--- src/rtl/bitwise_logic_pipe.sv ---
// bitwise_logic_pipe: pipelined bitwise logic unit with eight operations on A/B.
// There is valid/ready flow control with backpressure and an occupancy count.
// PIPE_DEPTH register stages; latency equals PIPE_DEPTH with out_ready held high.
// Optional feature macro: BLP_ZERO_FLAG_EN. When it is defined, a zero flag is
// carried alongside the data. When it is undefined, out_zero is tied low.
module bitwise_logic_pipe #(
  parameter int WIDTH      = 32,
  parameter int PIPE_DEPTH = 2
) (
  input  logic                            clock,
  input  logic                            reset_n,
  input  logic                            in_valid,
  output logic                            in_ready,
  input  logic [2:0]                      in_op,
  input  logic [WIDTH-1:0]                in_a,
  input  logic [WIDTH-1:0]                in_b,
  output logic                            out_valid,
  input  logic                            out_ready,
  output logic [WIDTH-1:0]                out_data,
  output logic                            out_zero,
  output logic [$clog2(PIPE_DEPTH+1)-1:0] occupancy
);

  localparam int LAST  = PIPE_DEPTH - 1;
  localparam int OCC_W = $clog2(PIPE_DEPTH + 1);

  if (PIPE_DEPTH < 1 || PIPE_DEPTH > 4) begin : g_bad_depth
    $error("bitwise_logic_pipe: PIPE_DEPTH must be within 1..4");
  end

  // Operation table; NOT and PASS ignore operand B.
  function automatic logic [WIDTH-1:0] logic_op(input logic [2:0]       op,
                                                input logic [WIDTH-1:0] a,
                                                input logic [WIDTH-1:0] b);
    logic [WIDTH-1:0] r;
    case (op)
      3'b000:  r = ~a;
      3'b001:  r = a & b;
      3'b010:  r = a | b;
      3'b011:  r = a ^ b;
      3'b100:  r = ~(a & b);
      3'b101:  r = ~(a | b);
      3'b110:  r = ~(a ^ b);
      default: r = a;
    endcase
    return r;
  endfunction

  logic [PIPE_DEPTH-1:0]            vld_q;
  logic [PIPE_DEPTH-1:0]            vld_d;
  logic [PIPE_DEPTH-1:0]            load;
  logic [PIPE_DEPTH-1:0]            src_vld;
  logic [PIPE_DEPTH-1:0][WIDTH-1:0] data_q;
  logic [PIPE_DEPTH-1:0][WIDTH-1:0] src_data;
  logic [OCC_W-1:0]                 occ_q;
  logic [OCC_W-1:0]                 occ_d;
  logic [WIDTH-1:0]                 op_res;
  logic                             tail_full;

  assign op_res = logic_op(in_op, in_a, in_b);

  // Stage 0 takes the fresh result; every later stage takes its predecessor.
  for (genvar k = 0; k < PIPE_DEPTH; k++) begin : g_src
    if (k == 0) begin : g_head
      assign src_vld[k]  = in_valid;
      assign src_data[k] = op_res;
    end else begin : g_body
      assign src_vld[k]  = vld_q[k-1];
      assign src_data[k] = data_q[k-1];
    end
  end

  // A stage may load if it or any later stage is empty, or if the consumer takes the result.
  always_comb begin
    tail_full = 1'b1;
    load      = '0;
    for (int k = LAST; k >= 0; k--) begin
      tail_full = tail_full & vld_q[k];
      load[k]   = out_ready | ~tail_full;
    end
  end

  // Next-state stage valids and the matching occupancy count.
  always_comb begin
    vld_d = vld_q;
    occ_d = '0;
    for (int k = 0; k < PIPE_DEPTH; k++) begin
      if (load[k]) vld_d[k] = src_vld[k];
      occ_d = occ_d + OCC_W'(vld_d[k]);
    end
  end

  // Stage registers. Data only moves when a valid op moves in, so a stalled output is held.
  always_ff @(posedge clock or negedge reset_n) begin
    if (!reset_n) begin
      vld_q  <= '0;
      data_q <= '0;
      occ_q  <= '0;
    end else begin
      vld_q <= vld_d;
      occ_q <= occ_d;
      for (int k = 0; k < PIPE_DEPTH; k++) begin
        if (load[k] && src_vld[k]) data_q[k] <= src_data[k];
      end
    end
  end

`ifdef BLP_ZERO_FLAG_EN
  logic [PIPE_DEPTH-1:0] zero_q;
  logic [PIPE_DEPTH-1:0] src_zero;

  for (genvar k = 0; k < PIPE_DEPTH; k++) begin : g_zsrc
    if (k == 0) begin : g_head
      assign src_zero[k] = ~|op_res;
    end else begin : g_body
      assign src_zero[k] = zero_q[k-1];
    end
  end

  // Zero flag follows its data word through the stages.
  always_ff @(posedge clock or negedge reset_n) begin
    if (!reset_n) begin
      zero_q <= '0;
    end else begin
      for (int k = 0; k < PIPE_DEPTH; k++) begin
        if (load[k] && src_vld[k]) zero_q[k] <= src_zero[k];
      end
    end
  end

  assign out_zero = zero_q[LAST];
`else
  assign out_zero = 1'b0;
`endif

  assign in_ready  = load[0];
  assign out_valid = vld_q[LAST];
  assign out_data  = data_q[LAST];
  assign occupancy = occ_q;

endmodule

--- config.mk ---
export PLATFORM = sky130hd
export DESIGN_NAME = bitwise_logic_pipe
export DESIGN_NICKNAME = d
export VERILOG_FILES = /design/src/rtl/bitwise_logic_pipe.sv
export SDC_FILE = /design/constraint.sdc
export NUM_CORES = 1
export LEC_CHECK = 0
export BUFFER_PORTS_ARGS = -buffer_cell sky130_fd_sc_hd__buf_2
export CAP_MARGIN = 0
export CORE_AREA = 5 5 143 77
export DETAILED_ROUTE_END_ITERATION = 6
export DIE_AREA = 0 0 148 82
export PLACE_DENSITY = 0.92
export SLEW_MARGIN = 20
export SYNTH_ARGS = -nofsm -noshare
export SYNTH_HDL_FRONTEND = slang
export SYNTH_SLANG_ARGS = --single-unit
--- constraint.sdc ---
create_clock -name clock -period 3.41 [get_ports clock]
set_clock_uncertainty 0.2 [all_clocks]
set_input_delay 0.5115 -clock clock [delete_from_list [all_inputs] [get_ports clock]]
set_output_delay 0.5115 -clock clock [all_outputs]
set_load 0.02 [all_outputs]
### Yosys cells after proc, flatten, opt, wreduce, memory -nomap -nowiden

Cells that the tools add are included.

| word-level totals | value |
|---|---|
| bits in registers | 68 |
| output and inout port bits | 37 |
| logic and storage cells | 29 |

| operators by class | value |
|---|---|
| $add $sub $neg | 1 |
| eq/ne operators | 6 |
| mux-type cells | 3 |
| bitwise gates (word level) | 12 |
| reduce and logical (&&, ||, !) cells | 3 |

Operators with widths:

| cell | number |
|---|---|
| one-hot mux 32 bit (7 select lines) | 1 |
| inverter 32 bit | 4 |
| AND 32 bit | 1 |
| OR 32 bit | 1 |
| bitwise XOR 32 bit | 1 |
| equality test 3 bit (second input constant) | 3 |
| equality test 3 x 2 -> 1 bit (second input constant) | 2 |
| equality test 3 x 1 -> 1 bit (second input constant) | 1 |
| zero test 3 bit | 1 |
| adder 1 x 1 -> 2 bit | 1 |
| logical AND 1 bit | 2 |
| two-way mux 1 bit | 2 |
| inverter 1 bit | 2 |
| OR 1 bit | 2 |
| AND 1 bit | 1 |

### Logic depth before layout (Yosys ltp)

| logic depth | value |
|---|---|
| word-level depth | 5 |
| depth in mapped cells | 7 |

### Least setup slack after synthesis

OpenSTA, ideal clock, no wires.

| timing path | value |
|---|---|
| path type | input-to-reg |
| start | input out_ready |
| end | register data_q[26] (netlist name) |
| setup time | 0.121 ns |
| data arrival time | 1.539 ns |
| required time | 3.089 ns |
| slack | 1.550 ns |
| stages on the path | 5 |
| buffers on the path | 1 |
| cells stage by stage | nand3b_1 nand2_1 clkbuf_1 a31oi_1 a22o_1 |

| on the way | value |
|---|---|
| word-level cells in the longest chain between the ends | 2 |

Ends and longest elaborated chain:

| what | RTL line | source |
|---|---|---|
| from (decl) | 18 | `input logic out_ready,` |
| OR 1 bit | 79 | `load[k] = out_ready \| ~tail_full;` |
| logical AND 1 bit | 103 | `if (load[k] && src_vld[k]) data_q[k] <= src_data[k];` |
| to (signal, indexed assignment) | 103 |  |
| to (decl) | 53 | `logic [PIPE_DEPTH-1:0][WIDTH-1:0] data_q;` |

Every way passes these cells.
A chain may end at the register's enable or synchronous reset.

### Worst setup path in the final report

| timing path | value |
|---|---|
| start | input in_op[2] |
| end | register data_q[4] (netlist name) |

| on the way | value |
|---|---|
| word-level cells in the longest chain between the ends | 2 |

Ends and longest elaborated chain:

| what | RTL line | source |
|---|---|---|
| from (decl) | 14 | `input logic [2:0] in_op,` |
| equality test 3 bit, or another cell as far along | 36 | `case (op)` |
| one-hot mux 32 bit (7 select lines) * | 36 |  |

Mark *: on every way between the ends. The rest lies on a longest branch, timed or not.

==> impl_metrics.json <==
{
  "synth.avg_cell_area_um2": 9.199,
  "critPathArrivalTime_ns": 2.51,
  "clockPowerShare_pct": 31.5,
  "finalSetupViolCount": 0,
  "hold_path_end": "vld_q[0]$_DFF_PN0_",
  "fin_nets": 816,
  "diodes": 0,
  "drt_iter0_markers": 410,
  "p_sw_share_pct": 33.65,
  "placed_area_um2": 6047,
  "syn_nets": 766,
  "root_buffer": "clkbuf_16",
  "dieHeight_um": 82,
  "cts_made_buffers": 9,
  "clkTransAtPathRegs_ns": 0.05,
  "grt_pass1_wl_mm": 25.63,
  "syn-cell-area_um2": 5796,
  "boundaryPins": 108,
  "core.rowCount": 26,
  "critical_path_class": "input port to register",
  "portBuffers": 106,
  "final-hold-violation-count": 0,
  "synth_cell_types": 41,
  "routed_wl_mm": 15.80,
  "critPathRequiredTime_ns": 3.47,
  "synth-edff-count": 0,
  "clk_latency_ns": 0.33,
  "num_vias": 5136,
  "cts_buffer_depth": 2,
  "critPathCaptureType": "register",
  "start_util_pct": 59.58,
  "post_cts_buffers": 0,
  "holdPathStages": 2,
  "finalInstanceArea_um2": 6355,
  "min_from": "in_valid",
  "r2r_start": "vld_q[0]$_DFF_PN0_",
  "viasPerCell": 6.333,
  "period_needed_ns": 2.448,
  "worstMarginPinSlew_ns": 0.9829,
  "ant_nets": 0,
  "globalplace.congestion": 0.8545,
  "htreeDepth": 3,
  "status": "finished clean",
  "fmax_ghz": 0.4085,
  "p_per_area_nw_per_um2": 467.2,
  "tns_ns": 0,
  "die_w_um": 148,
  "slew_violations": 0,
  "wire_per_inst_um": 19.48,
  "drt_pre_antenna_iters": 6,
  "p_int_uw": 1970,
  "reg2reg_to": "data_q[4]$_DFFE_PN0P_",
  "core-area_um2": 9727,
  "first_global_vias": 5183,
  "synthArstFlopShare_pct": 100.0,
  "worst-path-max-fanout": 37,
  "rsz0062_at_grt": "false",
  "hold_path.class": "input port to register",
  "overflow": 0,
  "syn_inst": 630,
  "syn_to_final_growth_pct": 9.650,
  "drive_above_1_share_pct": 28.18,
  "switchingPower_uw": 998.9,
  "grt_max_degree": 44,
  "seq_area_frac_synth_pct": 29.36,
  "track_usage_pct": 26.62,
  "crit_path_start_kind": "input port",
  "synth_flop_cell": "dfrtp_1",
  "seqPwrFrac_pct": 36.8,
  "yosysWarnings": 0,
  "hpwl_mm": 11.18,
  "clock-sinks": 68,
  "worst_slew_margin_rel_pct": 34.48,
  "antenna_found_initial": 0,
  "crit_start": "in_op[2]",
  "dieArea_um2": 12140,
  "regToRegSetupSlack_ns": 1.33,
  "ff2ff_path_depth": 4,
  "combPwrFrac_pct": 31.7,
  "ir_worst_vdd_v": 0.0002940,
  "p_leak_uw": 0.003112,
  "ys_ff_latch": 68,
  "route.detailed.drc": 0,
  "maxCapViolations": 0,
  "finalCritPeriodShare_pct": 71.78,
  "cts_tree": "built"
}
-- cells in the final DEF, fill, tap and decap left out, drive strengths merged, types with 3 or more instances in the layout --
| cell | instances |
|---|---|
| a211oi | 11 |
| a21oi | 3 |
| a22o | 4 |
| a2bb2oi | 4 |
| a31oi | 14 |
| a32o | 8 |
| and2 | 3 |
| buf | 115 |
| clkbuf | 12 |
| clkinv | 3 |
| dfrtp | 68 |
| ha | 65 |
| inv | 65 |
| mux2 | 56 |
| mux2i | 4 |
| nand2 | 52 |
| nand2b | 18 |
| nand3 | 4 |
| nor2 | 23 |
| nor3b | 4 |
| o211ai | 3 |
| o21ai | 63 |
| o21bai | 9 |
| o221a | 3 |
| o221ai | 4 |
| o2bb2ai | 14 |
| o31ai | 4 |
| o32a | 9 |
| o32ai | 28 |
-- state kept, by name, summed over array words and instances, names as in the netlist --
signal     flops
vld_q          2
occupancy      2
data_q        32
out_data      32
-- per-layer routing --
metal | share of wire [%] | vias to the layer above | GRT usage [%]
met4 | 1.3 | 0 | 10.14
met1 | 43 | 2518 | 33.89
met5 | 0 | - | 0
met2 | 47 | 260 | 44.97
met3 | 8.6 | 30 | 6.009
li1 | - | 2328 | -
-- cell type report --
cell class	count	area (um2)
multi-input combinational	420	3348
sequential	68	1702
clock buffer	12	246.5
tap	126	157.7
timing repair buffer	116	608.1
clock inverter	4	48.80
inverter	65	244.0
fill	788	3372
-- what timing repair did --
action / in CTS / in global routing
hold buffers: 1 / 0
hold endpoints to repair: 20 / 0
resized for setup: 0 / 0
-- Yosys cell counts (2+ instances only) --
| library cell | instances | area [um2] |
|---|---|---|
| nor2_1 | 23 | 86.33 |
| o32a_1 | 9 | 90.09 |
| nand2b_1 | 18 | 112.6 |
| o32ai_1 | 28 | 245.2 |
| a21oi_1 | 3 | 15.01 |
| nor2b_1 | 2 | 12.51 |
| a211oi_1 | 11 | 82.58 |
| ha_1 | 65 | 813.3 |
| o211ai_1 | 3 | 22.52 |
| o21ai_1 | 28 | 140.1 |
| and2_1 | 3 | 18.77 |
| nand3_1 | 4 | 20.02 |
| o221ai_1 | 4 | 35.03 |
| o31ai_1 | 4 | 30.03 |
| mux2i_1 | 4 | 40.04 |
| nand2_1 | 50 | 187.7 |
| o21bai_1 | 9 | 67.56 |
| a32o_1 | 8 | 80.08 |
| buf_4 | 43 | 322.8 |
| or2_1 | 2 | 12.51 |
| nor3b_1 | 4 | 30.03 |
| dfrtp_1 | 68 | 1702 |
| mux2_2 | 53 | 596.8 |
| o21ai_0 | 35 | 175.2 |
| a31oi_1 | 14 | 87.58 |
| clkbuf_1 | 13 | 48.80 |
| a22o_1 | 4 | 35.03 |
| buf_6 | 5 | 56.30 |
| mux2_4 | 3 | 45.04 |
| o221a_2 | 3 | 33.78 |
| a2bb2oi_1 | 4 | 35.03 |
| nand2_2 | 2 | 12.51 |
| nand3b_1 | 2 | 15.01 |
| inv_1 | 65 | 244.0 |
| o2bb2ai_1 | 14 | 122.6 |
| buf_2 | 15 | 75.07 |
-- how the worst max path moves through the flow --
stage	end	depth (start not counted)
2_1_floorplan	data_q[26]$_DFFE_PN0P_	5
3_3_place_gp	data_q[27]$_DFFE_PN0P_	6
3_5_place_dp	data_q[4]$_DFFE_PN0P_	6
4_1_cts	data_q[4]$_DFFE_PN0P_	6
5_1_grt	data_q[4]$_DFFE_PN0P_	6
6_report	data_q[4]$_DFFE_PN0P_	6
-- power by group through the flow --
stage	clock, uW	sequential [uW]	combinational (uW)
2_1_floorplan	0	1070	792
5_1_grt	991	1110	1020
3_5_place_dp	0	1100	930
3_3_place_gp	0	1090	884
6_report	936	1090	941
4_1_cts	948	1090	936
-- metrics by stage --
step                      total power (uW)  worst slack (ns)  utilization (%)  hold slack (ns)  instances
after floorplan                       1864             1.550                -          0.01591        630
after global placement                1974            0.7969            62.17           0.2672        794
after detailed placement              2033            0.6909            62.17           0.2769        794
after CTS                             2976             1.029            65.31           0.2401        811
after global routing                  3124            0.8244            65.33           0.2702        811
final                                 2969            0.9622            65.33           0.2487        811
-- worst max-delay path, stage by stage --
cell      delay [ns]
buf_2           0.57
buf_4           0.41
nand2b_1        0.35
o32ai_1         0.38
a211oi_1        0.10
o21ai_1         0.16
-- cell families (layout without fill, tap and decap cells) --
kind of cell	after synthesis	count (layout)	synth area share, %
AO/OA/AOI/OAI	182	182	22.54
adder cells (fa/ha/maj)	65	65	14.03
buffers and inverters	142	197	12.95
flip-flops	68	68	29.36
multiplexers	61	61	12.15
other	1	1	0.06470
AND/OR/NAND/NOR	111	111	8.895
No activity file was read; power rests on OpenSTA's default activity.
